--- config.mk ---
export PLATFORM = sky130hd
export DESIGN_NAME = uart_rx_buf
export DESIGN_NICKNAME = d
export VERILOG_FILES = /design/src/rtl/uart_pkg.sv /design/src/rtl/uart_rx_fifo.sv /design/src/rtl/uart_rx_buf.sv
export SDC_FILE = /design/constraint.sdc
export NUM_CORES = 1
export LEC_CHECK = 0
export CAP_MARGIN = 20
export CORE_MARGIN = 3
export CORE_UTILIZATION = 35
export CTS_BUF_LIST = sky130_fd_sc_hd__clkbuf_8
export DETAILED_ROUTE_END_ITERATION = 12
export GPL_TIMING_DRIVEN = 0
export PLACE_DENSITY = 0.64
export SYNTH_ARGS = -nofsm -noshare
export SYNTH_HDL_FRONTEND = slang
export SYNTH_SLANG_ARGS = --single-unit
--- constraint.sdc ---
create_clock -name clk -period 2.2 [get_ports clk]
set_input_delay 0.22 -clock clk [delete_from_list [all_inputs] [get_ports clk]]
set_output_delay 0.22 -clock clk [all_outputs]
set_load 0.02 [all_outputs]
--- src/rtl/uart_pkg.sv ---
// Shared UART definitions: receive FSM states and buffer geometry.
package uart_pkg;

  localparam int unsigned DATA_W        = 8;
  localparam int unsigned RX_FIFO_DEPTH = 4;

  typedef enum logic [1:0] {
    IDLE  = 2'd0,
    START = 2'd1,
    DATA  = 2'd2,
    STOP  = 2'd3
  } rx_state_t;

endpackage

--- src/rtl/uart_rx_fifo.sv ---
// Small first-word-fall-through byte FIFO for the UART receiver.
module uart_rx_fifo
  import uart_pkg::*;
(
  input  logic              clk,
  input  logic              rst,
  input  logic              push,
  input  logic [DATA_W-1:0] din,
  input  logic              pop,
  output logic [DATA_W-1:0] dout,
  output logic              empty,
  output logic              full
);

  localparam int unsigned PTR_W = $clog2(RX_FIFO_DEPTH);
  localparam int unsigned CNT_W = PTR_W + 1;

  logic [DATA_W-1:0] mem [RX_FIFO_DEPTH];
  logic [PTR_W-1:0]  wr_ptr;
  logic [PTR_W-1:0]  rd_ptr;
  logic [CNT_W-1:0]  count;
  logic              pop_ok;
  logic              push_ok;

  assign empty   = (count == '0);
  assign full    = (count == CNT_W'(RX_FIFO_DEPTH));
  assign dout    = mem[rd_ptr];

  // A pop on empty is ignored; a push into a full FIFO only lands if a pop frees a slot.
  assign pop_ok  = pop && !empty;
  assign push_ok = push && (!full || pop_ok);

  // Storage, pointers (wrap naturally modulo depth) and occupancy count.
  always_ff @(posedge clk or posedge rst) begin
    if (rst) begin
      wr_ptr <= '0;
      rd_ptr <= '0;
      count  <= '0;
      for (int i = 0; i < int'(RX_FIFO_DEPTH); i++) begin
        mem[i] <= '0;
      end
    end else begin
      if (push_ok) begin
        mem[wr_ptr] <= din;
        wr_ptr      <= wr_ptr + 1'b1;
      end
      if (pop_ok) begin
        rd_ptr <= rd_ptr + 1'b1;
      end
      case ({push_ok, pop_ok})
        2'b10:   count <= count + 1'b1;
        2'b01:   count <= count - 1'b1;
        default: count <= count;
      endcase
    end
  end

endmodule

--- src/rtl/uart_rx_buf.sv ---
// 8N1 UART receiver with a 4-entry receive buffer, framing-error and overrun pulses.
module uart_rx_buf
  import uart_pkg::*;
#(
  parameter int unsigned CLK_FREQ  = 1000000,
  parameter int unsigned BAUD_RATE = 9600
) (
  input  logic              clk,
  input  logic              rst,
  input  logic              rx,
  output logic [DATA_W-1:0] dout,
  output logic              dout_valid,
  input  logic              dout_ready,
  output logic              frame_err,
  output logic              overrun,
  output logic              busy
);

  localparam int unsigned DIV   = CLK_FREQ / BAUD_RATE;
  localparam int unsigned CNT_W = $clog2(DIV + 1);
  localparam int unsigned IDX_W = 3;

  rx_state_t         state;
  logic [CNT_W-1:0]  cnt;
  logic [IDX_W-1:0]  idx;
  logic [DATA_W-1:0] shreg;

  logic              rx_q1;
  logic              rx_s;
  logic              rx_prev;
  logic              rx_fall_c;
  logic              push_c;
  logic              pop_c;
  logic              fifo_empty;
  logic              fifo_full;

  // Two-flop synchronizer plus a delayed copy for falling-edge detection.
  always_ff @(posedge clk or posedge rst) begin
    if (rst) begin
      rx_q1   <= 1'b1;
      rx_s    <= 1'b1;
      rx_prev <= 1'b1;
    end else begin
      rx_q1   <= rx;
      rx_s    <= rx_q1;
      rx_prev <= rx_s;
    end
  end

  // A new start needs a genuine 1->0 edge, so a low line after a framing error cannot retrigger.
  assign rx_fall_c = rx_prev && !rx_s;

  // Receive FSM: mid-bit sampling driven by the bit-period down-counter.
  always_ff @(posedge clk or posedge rst) begin
    if (rst) begin
      state     <= IDLE;
      cnt       <= '0;
      idx       <= '0;
      shreg     <= '0;
      frame_err <= 1'b0;
    end else begin
      frame_err <= 1'b0;
      case (state)
        IDLE: begin
          if (rx_fall_c) begin
            state <= START;
            cnt   <= CNT_W'(DIV / 2 - 1);
          end
        end
        START: begin
          if (cnt == '0) begin
            if (!rx_s) begin
              state <= DATA;
              cnt   <= CNT_W'(DIV - 1);
              idx   <= '0;
            end else begin
              state <= IDLE;
            end
          end else begin
            cnt <= cnt - 1'b1;
          end
        end
        DATA: begin
          if (cnt == '0) begin
            shreg <= {rx_s, shreg[DATA_W-1:1]};
            cnt   <= CNT_W'(DIV - 1);
            idx   <= idx + 1'b1;
            if (idx == IDX_W'(7)) begin
              state <= STOP;
            end
          end else begin
            cnt <= cnt - 1'b1;
          end
        end
        STOP: begin
          if (cnt == '0) begin
            state     <= IDLE;
            frame_err <= !rx_s;
          end else begin
            cnt <= cnt - 1'b1;
          end
        end
        default: state <= IDLE;
      endcase
    end
  end

  // Good stop bit pushes the assembled byte in the same cycle it is sampled.
  assign push_c = (state == STOP) && (cnt == '0) && rx_s;
  assign pop_c  = dout_valid && dout_ready;

  // Overrun: a good byte arrives while full and no pop frees a slot.
  always_ff @(posedge clk or posedge rst) begin
    if (rst) begin
      overrun <= 1'b0;
    end else begin
      overrun <= push_c && fifo_full && !pop_c;
    end
  end

  assign dout_valid = !fifo_empty;
  assign busy       = (state != IDLE);

  uart_rx_fifo u_fifo (
    .clk   (clk),
    .rst   (rst),
    .push  (push_c),
    .din   (shreg),
    .pop   (pop_c),
    .dout  (dout),
    .empty (fifo_empty),
    .full  (fifo_full)
  );

endmodule

==> impl_metrics.env, run 1 <==
export IMPL_outcome="complete, but fails checks"
export IMPL_violations="negative setup slack"
export IMPL_root_buffer="clkbuf_8"
export IMPL_pin_count=16
export IMPL_crit_chain="inv_2 -> ha_4 -> or4b_4 -> nor2_4 -> nand4_1 -> ha_2 -> inv_2 -> fa_2 -> xor2_1 -> nor2_1 -> xor2_1"
export IMPL_grt_overflow=0
export IMPL_cts_tree="built"
export IMPL_start_util=0.371
export IMPL_synthesis_nets=259
export IMPL_antenna_found_initial=0
export IMPL_drive_above_1_share=0.363
export IMPL_numPortBuffers=15
export IMPL_synthArstFlopShare=1.00
export IMPL_dieArea_mm2=0.0101
export IMPL_cp_slowest_cell="or4b_4"
export IMPL_grt_max_degree=34
export IMPL_synth_most_common_cell="dfrtp_1"
export IMPL_drt_iter0_markers=59
export IMPL_max_freq_mhz=445
export IMPL_syn_area_per_cell_um2=13.0
export IMPL_slew_viol_final=0
export IMPL_syn_inst=241
export IMPL_grt_pass1_wl_mm=10.1
export IMPL_multi_input_area_mm2=0.00153
export IMPL_crit_family="simple AND/OR/NAND/NOR gates"
export IMPL_synth_seq_cells=64
export IMPL_grt_met2_usage=0.207
export IMPL_place_inst=362
export IMPL_design_power_total_w=0.00398
export IMPL_place_ws_ns=-0.461
export IMPL_cts_sinks=64
export IMPL_synth_area_leaders="dfrtp_1, mux2_2, mux4_2"
export IMPL_grt_pass1_vias=2069
export IMPL_clock_latency_ns=0.34
export IMPL_powerDensity_mw_per_mm2=1040
export IMPL_ant_nets=0
export IMPL_wl_per_cell_um=15.3
export IMPL_cap_viol_max_count=0
export IMPL_yosys_area_top_type="dfrtp_1"
export IMPL_place_congestion=0.827
export IMPL_htree_levels=3
export IMPL_numCtsBuffers=9
export IMPL_layout_min_cycle_time_ns=2.25
export IMPL_n_fill_cell=790
export IMPL_diodes=0
export IMPL_hold_viol_final=0
export IMPL_core_mm2=0.00842
export IMPL_synth_commonest_cells="dfrtp_1, mux2_2, inv_1"
export IMPL_synth_edf_count=0
export IMPL_hold_class="in -> reg"
export IMPL_ir_worst_vdd_mv=0.728
export IMPL_worstPathArrival_ns=2.46
export IMPL_viasPerCell=5.17
export IMPL_clk_path_buf_depth=2
export IMPL_syn_area_mm2=0.00312
export IMPL_end_kind="flop"
export IMPL_drc_errors=0
export IMPL_seq_area_mm2=0.00161
export IMPL_setup_violations=5
export IMPL_worst_pin_slew_ns=0.698
export IMPL_path_buf_inv=2
export IMPL_worstSetupStartpointType="flop"
export IMPL_drtPass1Iterations=4
export IMPL_final_nets=295
export IMPL_synth_top_area_share=0.489
export IMPL_ys_warnings_count=0
export IMPL_die_h_um=100
export IMPL_synth_cell_types=47
export IMPL_worstPathRequired_ns=2.42
export IMPL_critPathKind="reg -> reg"
export IMPL_finalWorstSetupSlack_ns=-0.0479
export IMPL_relSlewSlack=0.534
export IMPL_placementRows=33
export IMPL_fin_cells=386
export IMPL_die_x_um=100
export IMPL_rrSetupSlack_ns=-0.05
export IMPL_busiest_layer="met2"
export IMPL_path_clk_slew_ns=0.07
export IMPL_synth_flop_cell="dfrtp_1"
export IMPL_period_share=1.02
export IMPL_max_stage_delay_ns=0.49
export IMPL_ys_seq_area_frac=0.514
export IMPL_crit_fanout=2
export IMPL_fin_worst_skew_ns=0.0110
export IMPL_dpl_hpwl_mm=3.90
export IMPL_area_growth_pct=22.6
export IMPL_p_leak_nw=1.86
export IMPL_grt_usage=0.129
export IMPL_rsz0062_at_grt="true"
export IMPL_drt_wl_total_mm=5.91
export IMPL_utilization=0.455
export IMPL_grt_use_met3=0.0429
export IMPL_use_met1=0.159
export IMPL_routed_via_count=1994
cells in the final DEF (no fill, tap or decap), drive strengths merged, types with 3 or more instances in the layout:
cell type	n
xor2	3
xnor2	3
nor4b	3
dfrtp	61
o21ai	11
nor2	11
o211ai	3
mux2	40
clkdlybuf4s50	8
dlygate4sd2	3
inv	16
nand3	3
dlymetal6s2s	4
nor3	3
dfstp	3
mux4	8
a21oi	3
buf	15
ha	13
mux2i	4
clkbuf	11
nand2b	3
nand2	15
repair_timing:
| item | CTS | global route |
|---|---|---|
| pin swaps | 5 | 7 |
| setup buffers | 10 | 3 |
| setup endpoints to repair | 59 | 50 |
| hold buffers | 0 | 0 |
| gates resized for setup | 23 | 9 |
routing by layer:
layer | vias to the layer above | routed length, um
met2 | 35 | 2970
met5 | - | 0
li1 | 940 | -
met3 | 12 | 212
met1 | 1007 | 2650
met4 | 0 | 85
final timing paths:
check / from / end / cells after the start
hold / removal: rx / rx_q1 / 1
setup / recovery: cnt[0] / u_fifo.count[2] / 11
max in group asynchronous: rst / u_fifo.rd_ptr[0] / 3
min in group asynchronous: rst / frame_err / 2
hold reg to reg: rx_q1 / rx_s / 0
setup reg to reg: cnt[0] / u_fifo.count[2] / 11
flip-flops by register name, summed over array words and instances (netlist names), 2 cells and up, named ones only:
signal         cells
u_fifo.mem        32
u_fifo.wr_ptr      2
idx                3
shreg              8
u_fifo.count       3
cnt                7
u_fifo.rd_ptr      2
final cells by class:
cell class	count	share of cell area
multi-input combinational	154	0.399
buffer	3	0.00327
clock inverter	6	0.0222
clock buffer	9	0.0323
inverter	16	0.0157
timing repair buffer	29	0.0735
tap	105	0.0343
sequential	64	0.420
power by group:
part	total, W	internal [W]	switching, W
registers	0.00155	0.00133	0.000216
clock network	0.00108	0.000627	0.000456
logic	0.00135	0.000623	0.000728
total	0.00398	0.00258	0.00140
logic make-up after synthesis:
family | Yosys count | synth area share
DFF | 64 | 0.514
xor gates and xnor gates | 6 | 0.0168
adders and majority gates | 14 | 0.0585
muxes | 52 | 0.217
AOI/OAI and AO/OA | 32 | 0.0685
buffers and inverters | 23 | 0.0280
and+or+nand+nor | 50 | 0.0970
per-stage QoR:
step	TNS, ns	hold WS, ns	area [um^2]
final	-0.0916	0.290	3830
after global routing	-2.21	0.279	3830
after CTS	-1.78	0.268	3790
after detailed placement	-18.18	0.348	3430
after global placement	-60.84	0.346	3410
after floorplan	-5.88	0.224	3130
(Power assumes the default switching activity.)
==> run 2, diff against run 1 <==
--- a/config.mk
+++ b/config.mk
@@ -10,6 +10,7 @@
 export CORE_UTILIZATION = 35
 export CTS_BUF_LIST = sky130_fd_sc_hd__clkbuf_8
 export DETAILED_ROUTE_END_ITERATION = 12
+export GPL_ROUTABILITY_DRIVEN = 0
 export GPL_TIMING_DRIVEN = 0
 export PLACE_DENSITY = 0.64
 export SYNTH_ARGS = -nofsm -noshare
==> results of run 2 <==
No change in the layout: final DEF, timing and power equal those of run 1.
==> run 3, diff against run 2 <==
--- a/config.mk
+++ b/config.mk
@@ -12,7 +12,7 @@
 export DETAILED_ROUTE_END_ITERATION = 12
 export GPL_ROUTABILITY_DRIVEN = 0
 export GPL_TIMING_DRIVEN = 0
-export PLACE_DENSITY = 0.64
+export PLACE_DENSITY = 0.62
 export SYNTH_ARGS = -nofsm -noshare
 export SYNTH_HDL_FRONTEND = slang
 export SYNTH_SLANG_ARGS = --single-unit
==> run 3 against run 2 <==
The run still ends with negative setup slack left. Non-clock buffer count is the same. Final cell count grew 0.26%. Critical path depth is the same. Worst hold slack lost 0.038 ns. Maximum frequency shrank 2.4%. Clock power grew 6%. Clock-buffer cell count grew 1. Combinational power is essentially flat. Worst setup slack lost 0.055 ns. Global-route usage grew 0.31 points. Register-to-register slack lost 0.05 ns. Largest power group unchanged.
==> impl_metrics.env, run 3 (synthesis results as in run 1) <==
export IMPL_diodes=0
export IMPL_largest_reg_flops=32
export IMPL_clock_latency_ns=0.34
export IMPL_ir_worst_vdd_mv=0.655
export IMPL_die_h_um=100
export IMPL_crit_chain="inv_2 -> ha_4 -> or4b_4 -> nor2_4 -> nand4_1 -> ha_2 -> inv_2 -> fa_2 -> xor2_1 -> nor2_1 -> xor2_1"
export IMPL_die_x_um=100
export IMPL_layout_min_cycle_time_ns=2.30
export IMPL_relSlewSlack=0.618
export IMPL_crit_family="simple AND/OR/NAND/NOR gates"
export IMPL_path_buf_inv=2
export IMPL_core_mm2=0.00842
export IMPL_worst_pin_slew_ns=0.572
export IMPL_worstPathRequired_ns=2.42
export IMPL_drt_iter0_markers=89
export IMPL_dieArea_mm2=0.0101
export IMPL_grt_usage=0.132
export IMPL_final_common_cell="dfrtp_1"
export IMPL_worstSetupStartpointType="flop"
export IMPL_routed_via_count=1995
export IMPL_start_util=0.371
export IMPL_finalWorstSetupSlack_ns=-0.102
export IMPL_drive_above_1_share=0.362
export IMPL_reg_top3="u_fifo.mem (32), shreg (8), cnt (7)"
export IMPL_utilization=0.457
export IMPL_slew_viol_final=0
export IMPL_max_flop_register="u_fifo.mem"
export IMPL_fin_worst_skew_ns=0.00475
export IMPL_final_nets=295
export IMPL_drt_wl_total_mm=6.01
export IMPL_clk_path_buf_depth=2
export IMPL_end_kind="flop"
export IMPL_dpl_hpwl_mm=3.86
export IMPL_hold_viol_final=0
export IMPL_numCtsBuffers=9
export IMPL_max_freq_mhz=434
export IMPL_drtPass1Iterations=4
export IMPL_setup_violations=6
export IMPL_pin_count=16
export IMPL_grt_overflow=0
export IMPL_htree_levels=3
export IMPL_grt_pass1_vias=2164
export IMPL_ant_nets=0
export IMPL_grt_max_degree=40
export IMPL_drc_errors=0
export IMPL_hold_buffers=0
export IMPL_antenna_found_initial=0
export IMPL_cts_sinks=64
export IMPL_crit_fanout=3
export IMPL_cap_viol_max_count=0
export IMPL_cts_tree="built"
export IMPL_cp_slowest_cell="or4b_4"
export IMPL_critPathKind="reg -> reg"
export IMPL_numPortBuffers=15
export IMPL_grt_pass1_wl_mm=10.4
export IMPL_viasPerCell=5.16
export IMPL_area_growth_pct=23.4
export IMPL_design_power_total_w=0.00404
export IMPL_worstPathArrival_ns=2.52
export IMPL_root_buffer="clkbuf_8"
export IMPL_period_share=1.05
export IMPL_rsz0062_at_grt="true"
export IMPL_outcome="complete, but fails checks"
export IMPL_wl_per_cell_um=15.5
export IMPL_powerDensity_mw_per_mm2=1050
export IMPL_layout_common_cells="dfrtp_1, mux2_2, inv_1"
export IMPL_hold_slack_ns=0.252
export IMPL_path_clk_slew_ns=0.07
export IMPL_placementRows=33
export IMPL_max_stage_delay_ns=0.50
export IMPL_hold_class="in -> async"
export IMPL_violations="negative setup slack"
export IMPL_p_leak_nw=1.85
run 3: timing repair:
action	4_1_cts	5_1_grt
setup buffers	13	0
pin swaps	8	5
gates resized for setup	22	12
setup endpoints to repair	60	55
run 3: final timing paths:
check / cells past startpoint / from / to / slack (ns)
max reg2reg: 11 / cnt[0] / u_fifo.count[2] / -0.10
max: 11 / cnt[0] / u_fifo.count[2] / -0.10
min: 2 / rst / async pin / 0.25
min in group clk: 1 / rx / rx_q1 / 0.28
max in group asynchronous: 3 / rst / rx_prev / 1.29
min reg2reg: 0 / rx_q1 / rx_s / 0.37
run 3: through the flow:
step                      area, um^2  setup WS (ns)  cells  TNS [ns]
after global placement          3410         -0.770    361    -64.80
after CTS                       3830         -0.160    389     -3.62
after floorplan                 3130         -0.202    241     -5.88
after global routing            3850         -0.172    387     -2.32
final                           3850         -0.102    387    -0.224
after detailed placement        3430         -0.494    362    -19.37
run 3: report_power, final:
part	switching, W	internal, W
Clock	0.000475	0.000672
Sequential	0.000210	0.00133
Combinational	0.000718	0.000635
Total	0.00140	0.00264
run 3: worst register-to-register path, stage by stage, from the launching register on:
cell	delay, ns
dfrtp_1	0.40
inv_2	0.08
ha_4	0.13
or4b_4	0.50
nor2_4	0.12
nand4_1	0.13
ha_2	0.24
inv_2	0.05
fa_2	0.18
xor2_1	0.15
nor2_1	0.07
xor2_1	0.14
run 3: final cells by class:
type,count,area (um^2)
Fill cell,765,4570
Sequential cell,64,1610
Multi-Input combinational cell,154,1530
Timing Repair Buffer,29,279
Clock buffer,10,138
Tap cell,105,131
Clock inverter,6,92.6
Inverter,16,60.1
Buffer,3,15.0
run 3: layer usage:
metal	GRT usage	wire length [um]	up-vias
li1	-	-	940
met1	0.161	2600	991
met2	0.220	3050	56
met3	0.0471	292	8
met4	0.0363	73	0
met5	0	0	-
